## src/rtl/sorter_v2_core.sv

```systemverilog
// Streaming top-K MinHash sorter: keeps the K smallest signatures with their index tags.
// Optional SORTER_V2_DEDUP_EN drops inputs whose signature is already held.
module sorter_v2_core #(
    parameter int SIGNATURE_WIDTH = 32,
    parameter int INDEX_WIDTH     = 10,
    parameter int NUM_COMPARATORS = 8,
    parameter int LOG_COMPARATORS = 3
) (
    input  logic                       clock,
    input  logic                       reset_n,
    input  logic [SIGNATURE_WIDTH-1:0] signature_in,
    input  logic [INDEX_WIDTH-1:0]     index_in,
    output logic [INDEX_WIDTH-1:0]     indices_out [NUM_COMPARATORS-1:0]
);

    localparam int K  = NUM_COMPARATORS;
    localparam int PW = LOG_COMPARATORS + 1;

    typedef logic [SIGNATURE_WIDTH-1:0] sig_t;
    typedef logic [INDEX_WIDTH-1:0]     idx_t;

    logic [K-1:0] valid_q;
    logic [K-1:0] valid_d;
    sig_t         sig_q [K];
    sig_t         sig_d [K];
    idx_t         idx_q [K];
    idx_t         idx_d [K];

    logic [K-1:0]  le;
    logic [PW-1:0] pos;
    logic          dup;
    logic          hold;

    // Slots are sorted, so le is a thermometer and its popcount is the insert slot.
    always_comb begin
        le = '0;
        for (int i = 0; i < K; i++) begin
            le[i] = valid_q[i] && (sig_q[i] <= signature_in);
        end
    end

    always_comb begin
        pos = '0;
        for (int i = 0; i < K; i++) begin
            pos = pos + PW'(le[i]);
        end
    end

`ifdef SORTER_V2_DEDUP_EN
    always_comb begin
        dup = 1'b0;
        for (int i = 0; i < K; i++) begin
            if (valid_q[i] && (sig_q[i] == signature_in)) begin
                dup = 1'b1;
            end
        end
    end
`else
    assign dup = 1'b0;
`endif

    assign hold = (pos == PW'(K)) || dup;

    always_comb begin
        valid_d = valid_q;
        for (int i = 0; i < K; i++) begin
            sig_d[i] = sig_q[i];
            idx_d[i] = idx_q[i];
            if (!hold && (PW'(i) == pos)) begin
                valid_d[i] = 1'b1;
                sig_d[i]   = signature_in;
                idx_d[i]   = index_in;
            end
        end
        for (int i = 1; i < K; i++) begin
            if (!hold && (PW'(i) > pos)) begin
                valid_d[i] = valid_q[i-1];
                sig_d[i]   = sig_q[i-1];
                idx_d[i]   = idx_q[i-1];
            end
        end
    end

    always_ff @(posedge clock or negedge reset_n) begin
        if (!reset_n) begin
            valid_q <= '0;
            for (int i = 0; i < K; i++) begin
                sig_q[i] <= '1;
                idx_q[i] <= '0;
            end
        end else begin
            valid_q <= valid_d;
            for (int i = 0; i < K; i++) begin
                sig_q[i] <= sig_d[i];
                idx_q[i] <= idx_d[i];
            end
        end
    end

    always_comb begin
        for (int i = 0; i < K; i++) begin
            indices_out[i] = idx_q[i];
        end
    end

endmodule

```

## config.mk

```make
export PLATFORM = sky130hd
export DESIGN_NAME = sorter_v2_core
export DESIGN_NICKNAME = d
export VERILOG_FILES = /design/src/rtl/sorter_v2_core.sv
export SDC_FILE = /design/constraint.sdc
export NUM_CORES = 1
export LEC_CHECK = 0
export ABC_AREA = 0
export CAP_MARGIN = 10
export CORE_MARGIN = 2
export CORE_UTILIZATION = 50
export CTS_BUF_LIST = sky130_fd_sc_hd__clkbuf_8
export DETAILED_ROUTE_END_ITERATION = 12
export PLACE_DENSITY = 0.74
export SETUP_SLACK_MARGIN = 0.02
export SLEW_MARGIN = 20
export SYNTH_ARGS = -nofsm -noshare
export SYNTH_HDL_FRONTEND = slang
export SYNTH_SLANG_ARGS = --single-unit
```

## constraint.sdc

```tcl
create_clock -name clock -period 6.45 [get_ports clock]
set_clock_uncertainty 0.1 [all_clocks]
set_input_delay 0.645 -clock clock [delete_from_list [all_inputs] [get_ports clock]]
set_output_delay 0.645 -clock clock [all_outputs]
set_load 0.005 [all_outputs]
```

Word level (Yosys, flattened, before mapping)
Index checks and enable logic that the tools add are counted.

cells by class
  reductions and logical operators = 32
  order comparisons = 15
  add/subtract/negate cells = 7
  equal/unequal tests = 8
  muxes and demuxes = 42

operator list
  kind                                                                 count
  32-bit two-way mux                                                   14
  32-bit less-or-equal comparator                                      8
  10-bit two-way mux                                                   14
  1-bit logical AND                                                    23
  4-bit by 1-bit adder with 4-bit output                               4
  3-bit by 4-bit == test with 1-bit output, first input constant       4
  3-bit by 4-bit > comparator with 1-bit output, first input constant  4
  1-bit two-way mux                                                    14
  2-bit nonzero test                                                   7
  2-bit by 4-bit == test with 1-bit output, first input constant       2
  2-bit by 4-bit > comparator with 1-bit output, first input constant  2
  3-bit by 1-bit adder with 4-bit output                               1
  1-bit by 4-bit == test with 1-bit output, first input constant       1
  4-bit == test, second input constant                                 1
  1-bit by 4-bit > comparator with 1-bit output, first input constant  1
  4-bit logical NOT                                                    1
  2-bit by 1-bit adder with 3-bit output                               1
  1-bit by 1-bit adder with 2-bit output                               1
  1-bit logical NOT                                                    1

storage, ports and cells
  register bits = 344
  output and inout bits = 80
  input port bits = 44

Depth between registers and ports, before layout
  depth after elaboration = 14
  mapped depth = 25
  gate-level depth less buffers = 21

Least setup slack after synthesis
OpenSTA, ideal clock, no wires.

  path type = in2reg
  start point = in signature_in[17]
  end point = reg idx_q, in the netlist indices_out[0]
  stages = 23
  arrival time = 5.906 ns
  setup slack = 0.317 ns
  data required time = 6.222 ns
  cell sequence = clkbuf_1 -> inv_1 -> ha_1 -> a21oi_1 -> nor2_1 -> a211oi_1 -> o41ai_1 -> or4b_1 -> o21ai_0 -> fa_1 -> inv_1 -> fa_1 -> fa_1 -> inv_1 -> ha_1 -> fa_1 -> nor2_1 -> a21oi_4 -> or2_4 -> buf_6 -> nor2_8 -> buf_6 -> mux2_1

between the ends
  longest elaborated chain between the ends = 12

ends and longest elaborated chain
  element                                               RTL line  source
  start: declaration                                    11        input logic [SIGNATURE_WIDTH-1:0] signature_in,
  32-bit less-or-equal comparator                       38        le[i] = valid_q[i] && (sig_q[i] <= signature_in);
  1-bit logical AND                                     38
  1-bit by 1-bit adder with 2-bit output                45        pos = pos + PW'(le[i]);
  2-bit by 1-bit adder with 3-bit output                45
  3-bit by 1-bit adder with 4-bit output                45
  4-bit by 1-bit adder with 4-bit output (3 in series)  45
  4-bit by 1-bit adder with 4-bit output (*)            45
  4-bit == test                                         62        assign hold = (pos == PW'(K)) || dup;
  1-bit logical NOT                                     69        if (!hold && (PW'(i) == pos)) begin
  1-bit logical AND (*)                                 69
  end signal: indexed assignment                        95        idx_q[i] <= idx_d[i];
  end: declaration                                      26        idx_t idx_q [K];

Mark *: on every way between the ends. The rest lies on a longest branch, timed or not.
A chain may end at the register's enable or synchronous reset.

Worst setup path in the final report
  start point = in signature_in[25]
  end point = reg sig_q[52] (netlist name)

between the ends
  longest elaborated chain between the ends = 13

ends and longest elaborated chain
  element                                                                                                RTL line  source
  32-bit less-or-equal comparator                                                                        38
  1-bit logical AND                                                                                      38
  1-bit by 1-bit adder with 2-bit output                                                                 45
  2-bit by 1-bit adder with 3-bit output                                                                 45
  3-bit by 1-bit adder with 4-bit output                                                                 45
  4-bit by 1-bit adder with 4-bit output (3 in series)                                                   45
  4-bit by 1-bit adder with 4-bit output (*)                                                             45
  parallel branches: the longest is 4 deep, another holds 3-bit by 4-bit > comparator with 1-bit output  n/a
  end signal: indexed assignment                                                                         94        sig_q[i] <= sig_d[i];
  end: declaration                                                                                       24        sig_t sig_q [K];

Every way passes the cells marked *.

==> flow_summary.ini <==
[status]
run_status = completed

[worst_setup_path]
crit_type = primary input to flop
worstPathMaxFanout = 36
cp_data_required_time_ps = 6940
reg2regPathDepth = 21
cpPeakStageDelay_ps = 550
path_cells = clkdlybuf4s50_1 > inv_1 > buf_4 > ha_1 > nand4_1 > buf_4 > nor4_1 > buf_4 > a21boi_0 > o21ai_0 > fa_1 > inv_1 > fa_1 > fa_1 > inv_1 > ha_4 > fa_1 > xor2_1 > nor2b_4 > buf_4 > nor2_4 > buf_12 > nor2_1 > a31oi_1
critical_path.top_delay_family = adder cells
rr_endpoint = sig_q[52]
timing.critical_path.buf_inv = 9
end_kind = flop
worst_r2r_startpoint = sig_q[209]
cp.arrival_ps = 6680
reg2reg_setup_slack_ps = 370
timing.critical_path.slowest_stage_cell = fa_1
startpoint_type = primary input

[logic_synthesis]
ys_async_sr_fraction_pct = 100
synth_seq_cells = 344
synth_top_cells_by_area = dfstp_2 31%, ha_1 15%, dfrtp_1 10%
synthMostInstantiatedCell = nand2_1
synth-edff-count = 0
yosysSeqAreaShare_pct = 41.6
netlist-cell-type-count = 56
yosys.area.top_type_share_pct = 31.3
post_syn_nets = 2581
synth_warnings = 0
synth.cells.most_frequent = 431 x nand2_1, 259 x ha_1, 256 x dfstp_2
synth_area_leader_cell = dfstp_2
synth_top_flop_cell = dfstp_2
postSynthCellCount = 2274
syn_avg_cell_area_um2 = 9.45
synth.cell_area_um2 = 21500

[placed_design]
gp_congestion = 0.916
port_buffers = 123
instance_count_after_placement_with_tap_cells_included = 2954
placed_area_um2 = 24500
hpwl_mm = 45.0
dp_slack_ps = -584

[routing]
detail_route.wirelength_mm = 61.8
drt.antenna.violating_nets = 0
route.detailed.drc = 0
routed-via-count = 18000
drtPass1Iterations = 5
wl_per_cell_um = 20.2
viasPerCell = 5.87
drt_first_iter_violations = 1294

[clock_tree]
cts_buffers = 60
clock_latency_ps = 690
cts-root-to-sink-buffers = 3
cts.repair_timing.setup_buffer_count = 0
tritoncts = done
clock-sinks = 344
clk_pin_slew_ps = 60
cts.htree.levels = 2
buffer_type_at_the_clock_tree_root = clkbuf_8

[sta]
worst_slack_ps = 265
max_freq_ghz = 0.162
setup-violations-final = 0
tightest_slew_ps = 874
final_hold_viol_count = 0
fin_crit_sh_pct = 95.9
post_route_minimum_period_ps = 6190
slew_headroom_pct = 41.7
final-max-slew-violation-count = 0
grt_setup_unrepaired = false

[floorplanning]
pin_count = 124
die_height_um = 211
placement_rows = 75
start_util_pct = 51.0
floorplan.die.width_um = 211
core_area_um2 = 42100
die_area_um2 = 44600

[layout]
final_nets = 2785
post_route_cells_drive_above_1_share_pct = 21.1
antenna-diode-count = 0
final_core_util_pct = 60.9
syn2layout_area_growth_pct = 19.5
final_area_um2 = 25700
stdcell_count = 3060

[global_route]
grt_pass1_wl_mm = 99.0
first_global_vias = 18300
gr-total-overflow = 0
grt_start_max_net_pins = 128
antenna_found_initial = 0
global_route.usage.total_pct = 28.1

[min_path]
min_delay_path_depth = 2
min-delay-path-class = flop to flop
hold-path-endpoint = sig_q[13]
hp-start = sig_q[13]

[job]
timing.max_cap.violations = 0
-- worst max path at each step --
stage,from,end,slack (ps),cells past startpoint
floorplan,signature_in[17],indices_out[0],320,23
global placement,signature_in[17],sig_q[36],-440,23
detailed placement,signature_in[17],sig_q[52],-580,23
CTS,signature_in[17],sig_q[52],110,23
global route,signature_in[5],sig_q[181],30,24
finish,signature_in[25],sig_q[52],260,24
-- layer usage --
metal | vias to the layer above | wire length [um] | global-route usage, %
li1 | 8478 | - | -
met1 | 8788 | 26400 | 36.3
met2 | 581 | 29000 | 46.0
met3 | 127 | 4020 | 5.52
met4 | 0 | 2400 | 11.9
met5 | - | 0 | 0
-- kinds of logic after synthesis --
family / synth area share [%]
compound gates: 14.5
xor+xnor: 0.0408
fa+ha+maj: 15.5
buf+inv: 4.21
flops: 41.6
mux: 10.4
simple gates: 13.8
-- layout by cell type, fill, tap and decap left out, types with 8 or more instances in the layout --
master           Yosys  routed
inv_1               47      75
nand3_1             18      18
a21oi_1            128     127
o21ai_0            248     248
ha_1               259     258
nand4_1             51      51
nor3_1               8       8
clkbuf_8             0      69
nor2b_1             16      14
buf_12               0      38
dfstp_2            256     256
a21o_1              34      34
buf_4               12     137
a211oi_1            10       9
nand2_1            431     428
mux2i_1            178     178
dfrtp_1             88      88
nor2_1             131     130
nor4_1              11      11
a31oi_1             93      93
mux2_1              37      37
clkdlybuf4s50_1      0     122
o211ai_1             9       9
-- worst min-delay path: stages (launching register included) --
cell	delay, ps
dfstp_2	370
nand2_1	40
o21ai_0	60
-- flip-flops by register name, summed over array words and instances, names as in the netlist --
name / flops
sig_q: 256
indices_out: 80
valid_q: 8
-- cell type report --
class | count | area [um2]
flip-flops and latches | 344 | 8930
well taps | 539 | 674
fillers | 3458 | 16500
clock inverters | 36 | 179
clock buffers | 69 | 950
inverters | 47 | 176
repair buffers | 299 | 3040
multi-input cells | 1726 | 11700
-- per-stage QoR --
| step | setup TNS [ps] | hold slack [ps] |
|---|---|---|
| after floorplan | 0 | 249 |
| after global placement | -106310 | 365 |
| after detailed placement | -147800 | 374 |
| after CTS | 0 | 383 |
| after global routing | 0 | 399 |
| final | 0 | 379 |
-- what timing repair did --
| item | in CTS | in global routing |
|---|---|---|
| endpoints found under the hold margin | 24 | 0 |
| resized for setup | 0 | 1 |
| hold buffers | 1 | 0 |
| setup endpoints to repair | 0 | 209 |
Power is left out: the tool's default activity adds up to more than one toggle a clock period on the data nets, which glitch-free logic cannot reach.
